## config.mk

```make
export PLATFORM = sky130hd
export DESIGN_NAME = spi_slave
export DESIGN_NICKNAME = d
export VERILOG_FILES = /design/src/rtl/spi_slave.sv
export SDC_FILE = /design/constraint.sdc
export NUM_CORES = 1
export LEC_CHECK = 0
export CAP_MARGIN = 5
export CORE_MARGIN = 10
export CORE_UTILIZATION = 25
export DETAILED_ROUTE_END_ITERATION = 10
export HOLD_SLACK_MARGIN = 0.05
export PLACE_DENSITY = 0.46
export RECOVER_POWER = 100
export SETUP_SLACK_MARGIN = 0.1
export SKIP_LAST_GASP = 1
export SLEW_MARGIN = 20
export SYNTH_ARGS = -nofsm -noshare
export SYNTH_HDL_FRONTEND = slang
export SYNTH_SLANG_ARGS = --single-unit
```

## constraint.sdc

```tcl
create_clock -name clk -period 2.11 [get_ports clk]
set_input_delay 0.3165 -clock clk [delete_from_list [all_inputs] [get_ports clk]]
set_output_delay 0.3165 -clock clk [all_outputs]
set_load 0.005 [all_outputs]
```

## src/rtl/spi_slave.sv

```systemverilog
// SPI mode-0 slave (CPOL=0, CPHA=0, MSB first, 8-bit words), oversampled by clk.
// MOSI bytes land in rx_data; MISO shifts out a byte preloaded through a holding register.
module spi_slave #(
  parameter int unsigned SYNC_STAGES = 2,
  parameter logic [7:0]  IDLE_BYTE   = 8'hFF
) (
  input  logic       clk,
  input  logic       reset,
  input  logic       sclk,
  input  logic       cs,
  input  logic       mosi,
  output logic       miso,
  input  logic [7:0] tx_data,
  input  logic       tx_load,
  output logic       tx_ready,
  output logic [7:0] rx_data,
  output logic       rx_valid,
  output logic       frame_active
);

  typedef enum logic {IDLE, SHIFT} state_t;
  state_t state, state_next;

  logic [SYNC_STAGES-1:0] sclk_sync, cs_sync, mosi_sync;
  logic                   sclk_d, cs_d;
  logic                   sclk_s, cs_s, mosi_s;
  logic                   sclk_rise, sclk_fall, cs_fall, cs_rise;

  logic [7:0] hold, tx_shift, next_byte;
  logic [6:0] rx_shift;
  logic [2:0] bit_cnt;
  logic       armed, byte_done, byte_start;

  // cs synchronizer clears low so a frame already running at reset release
  // produces no falling strobe and stays ignored until cs rises.
  always_ff @(posedge clk or negedge reset) begin
    if (!reset) begin
      sclk_sync <= '0;
      cs_sync   <= '0;
      mosi_sync <= '0;
      sclk_d    <= 1'b0;
      cs_d      <= 1'b0;
    end else begin
      sclk_sync <= {sclk_sync[SYNC_STAGES-2:0], sclk};
      cs_sync   <= {cs_sync[SYNC_STAGES-2:0], cs};
      mosi_sync <= {mosi_sync[SYNC_STAGES-2:0], mosi};
      sclk_d    <= sclk_s;
      cs_d      <= cs_s;
    end
  end

  assign sclk_s    = sclk_sync[SYNC_STAGES-1];
  assign cs_s      = cs_sync[SYNC_STAGES-1];
  assign mosi_s    = mosi_sync[SYNC_STAGES-1];
  assign sclk_rise = sclk_s & ~sclk_d & ~cs_s;
  assign sclk_fall = ~sclk_s & sclk_d & ~cs_s;
  assign cs_fall   = ~cs_s & cs_d;
  assign cs_rise   = cs_s & ~cs_d;

  always_ff @(posedge clk or negedge reset) begin
    if (!reset) state <= IDLE;
    else        state <= state_next;
  end

  always_comb begin
    state_next = state;
    unique case (state)
      IDLE:  if (cs_fall) state_next = SHIFT;
      SHIFT: if (cs_rise) state_next = IDLE;
      default: state_next = IDLE;
    endcase
  end

  assign next_byte  = tx_ready ? IDLE_BYTE : hold;
  assign byte_start = ((state == IDLE) && cs_fall) ||
                      ((state == SHIFT) && sclk_fall && armed && byte_done);

  always_ff @(posedge clk or negedge reset) begin
    if (!reset) begin
      hold      <= '0;
      tx_ready  <= 1'b1;
      tx_shift  <= '0;
      rx_shift  <= '0;
      rx_data   <= '0;
      rx_valid  <= 1'b0;
      bit_cnt   <= '0;
      armed     <= 1'b0;
      byte_done <= 1'b0;
    end else begin
      rx_valid <= 1'b0;

      // A load coinciding with a byte start is accepted: the transfer uses the old contents.
      if (tx_load && (tx_ready || byte_start)) begin
        hold     <= tx_data;
        tx_ready <= 1'b0;
      end else if (byte_start) begin
        tx_ready <= 1'b1;
      end

      if (byte_start) tx_shift <= next_byte;

      unique case (state)
        IDLE: begin
          if (cs_fall) begin
            bit_cnt   <= '0;
            rx_shift  <= '0;
            armed     <= 1'b0;
            byte_done <= 1'b0;
          end
        end
        SHIFT: begin
          if (cs_rise) begin
            armed     <= 1'b0;
            byte_done <= 1'b0;
            bit_cnt   <= '0;
          end else begin
            if (sclk_rise) begin
              rx_shift <= {rx_shift[5:0], mosi_s};
              bit_cnt  <= bit_cnt + 3'd1;
              armed    <= 1'b1;
              if (bit_cnt == 3'd7) begin
                rx_data   <= {rx_shift, mosi_s};
                rx_valid  <= 1'b1;
                byte_done <= 1'b1;
              end
            end
            if (sclk_fall && armed) begin
              if (byte_done) byte_done <= 1'b0;
              else           tx_shift  <= {tx_shift[6:0], 1'b0};
            end
          end
        end
        default: ;
      endcase
    end
  end

  assign miso         = (state == SHIFT) & tx_shift[7];
  assign frame_active = (state == SHIFT);

endmodule

```

==> impl_metrics.tcl <==
set metrics [dict create \
    ys_async_sr_fraction_pct 100.0 \
    vdd_ir_drop_max_uv 266.4 \
    wl_met1_mm 2.114 \
    cts.path.max_buffers 2 \
    synthFlopType "dfrtp_1" \
    wl_met2_mm 1.873 \
    drtIter0Drc 36 \
    cts_setup_buffers 0 \
    diodes 0 \
    portBuffers 25 \
    synth_top_area_share_pct 56.72 \
    nFillCells 830 \
    design_area_um2 2447 \
    die_x_um 110.1 \
    max_freq_ghz 0.5260 \
    ys_ff_latch 47 \
    finalSetupTns_ps 0 \
    synth.avg_cell_area_um2 12.45 \
    holdPathStages 0 \
    clockRootBuffer "clkbuf_8" \
    path_clk_slew_ps 80 \
    seq_area_frac_synth_pct 58.01 \
    layout-drive-gt1-share_pct 12.37 \
    max_slew_margin_pct 23.27 \
    worstPathArrival_ps 1580 \
    synth_edf_count 0 \
    worstSetupPathType "flop to primary output" \
    crit_buf_inv 1 \
    power.density_nw_per_um2 799.3 \
    dpl-instance-area_um2 2406 \
    area_growth_pct 20.59 \
    status "completed" \
    gp_congestion 0.7043 \
    cts.sinks 47 \
    grtUsageTotal_pct 7.401 \
    reg2reg_depth 4 \
    startpoint_type "flop" \
    worst_r2r_endpoint "tx_shift[6]" \
    routed_wl_mm 4.192 \
    yosysTopAreaCell "dfrtp_1" \
    grt_pass1_vias 1396 \
    grt_remaining_overflow 0 \
    maxCapViolations 0 \
    worst_pin_slew_ps 1151 \
    reg2reg_from "frame_active" \
    remaining_drc_errors 0 \
    fin_crit_sh_pct 90.09 \
    syn-num-nets 179 \
    yosysUniqueCellTypes 37 \
    drv_slew 0 \
    synth_area_leaders "dfrtp_1 57%, mux2_4 5.9%, mux2_2 4.4%, a211oi_1 3.3%, a221oi_1 3.0%" \
    path_cells "clkdlybuf4s50_1" \
    hold_violations 0 \
    drt_pre_antenna_iters 4 \
    core_area_um2 7807 \
    grt_start_max_net_pins 48 \
    routedWlPerCell_um 14.16 \
    cp_top_family "flip-flops" \
    cts_tree "built" \
    dr.max_layer_used "met4" \
    yosysMostFrequentCell "dfrtp_1" \
    grt_pass1_wl_mm 7.134 \
    slowest_stage "dfstp_1" \
    clk_latency_ps 290 \
    min_to "mosi_sync[1]" \
    cts-buffers-inserted 5 \
    syn_inst 163 \
    nets 209 \
    setup_viol 0 \
    rsz0062_at_grt "false" \
    h-tree-depth 2 \
    min_from "mosi_sync[0]" \
    p_leak_nw 1.128 \
    finClkSkew_ps 5.434 \
    dp_hpwl_mm 2.966 \
    via_count 1328 \
    critPathCaptureType "primary output" \
    fp.dieH_um 110.1 \
    r2r_slack_ps 380 \
    ys_warn_count 0 \
    hold_class "flop to flop" \
    start_util_pct 25.99 \
    period_needed_ps 1901 \
    antenna_found_initial 0 \
    crit_required_ps 1790 \
    dieArea_um2 12120 \
    cp_max_fo 11 \
    met3WireLength_um 133 \
    pin_count 26 \
    crit_path_max_incr_delay_ps 720 \
    syn_area_um2 2029 \
    synth_commonest_cells "46 x dfrtp_1, 15 x inv_1, 10 x nor2_1" \
    num_rows 32 \
    antenna_left 0 \
    viasPerCell 4.486 \
]
placed cells by master, fill, tap and decap left out, drive strengths merged, types with 2 or more instances in the layout:
| cell | n |
|---|---|
| a211oi | 9 |
| a21oi | 3 |
| a221oi | 7 |
| and2 | 3 |
| and3b | 2 |
| buf | 5 |
| clkbuf | 8 |
| clkdlybuf4s50 | 11 |
| clkinv | 2 |
| dfrtp | 46 |
| dlygate4sd3 | 14 |
| ha | 2 |
| inv | 15 |
| mux2 | 16 |
| mux2i | 2 |
| nand2b | 4 |
| nand4 | 7 |
| nor2 | 10 |
| nor2b | 2 |
| nor3b | 2 |
| o21ai | 8 |
| o2bb2ai | 2 |
layout make-up:
cell class              instances  area [um^2]  area share [%]
well taps                     102        127.6           5.215
clock buffers                   6        72.57           2.965
repair buffers                 32        294.0           12.01
inverters                      16        60.06           2.454
clock inverters                 2        12.51          0.5112
multi-input cells              91        703.2           28.73
flip-flops and latches         47         1177           48.11
stage by stage:
step | setup slack (ps) | util (%) | power [mW] | instances | hold slack [ps]
global route | 126.6 | 31.35 | 2.083 | 296 | 364.8
finish | 209.0 | 31.35 | 1.956 | 296 | 352.8
CTS | 189.6 | 32.04 | 2.050 | 296 | 356.2
floorplan | 518.5 | - | 1.368 | 163 | 20.91
global placement | 183.7 | 30.82 | 1.499 | 287 | 321.6
detailed placement | 168.3 | 30.82 | 1.510 | 287 | 321.5
registers in the layout, summed over array words and instances, names as in the netlist:
signal,flops
armed,1
bit_cnt,3
byte_done,1
cs_d,1
cs_sync,2
frame_active,1
hold,8
mosi_sync,2
rx_data,8
rx_shift,7
rx_valid,1
sclk_d,1
sclk_sync,2
tx_ready,1
tx_shift,8
metal layers:
metal	vias to the layer above	track usage, %
met3	4	1.683
met2	20	10.88
met5	-	0
met4	0	3.578
li1	642	-
met1	662	10.02
where the power goes:
group | total, mW | switching, mW | internal (mW)
clock | 0.526 | 0.294 | 0.232
sequential | 1.12 | 0.0896 | 1.03
combinational | 0.307 | 0.151 | 0.156
total | 1.96 | 0.534 | 1.42
how the worst max path moves through the flow:
stage	slack (ps)	endpoint	cells after the start	startpoint
floorplan	520	hold[0]	5	tx_ready
global placement	180	hold[2]	4	tx_load
detailed placement	170	hold[5]	4	tx_load
CTS	190	frame_active	2	frame_active
global route	130	frame_active	2	frame_active
finish	210	tx_ready	1	tx_ready
logic make-up after synthesis:
kind of cell / count (synthesis) / share of synthesized area (%)
flops: 47 / 58.01
buf+inv: 25 / 5.609
xor+xnor: 1 / 0.4316
compound gates: 34 / 12.08
simple gates: 36 / 11.28
fa+ha+maj: 2 / 1.233
mux: 18 / 11.34
what timing repair did:
| action | CTS | global route |
|---|---|---|
| setup endpoints to repair | 0 | 0 |
| hold endpoints to repair | 46 | 0 |
| resized for setup | 0 | 0 |
| hold buffers | 1 | 0 |
Note: power is estimated with default switching activity, not from simulation.
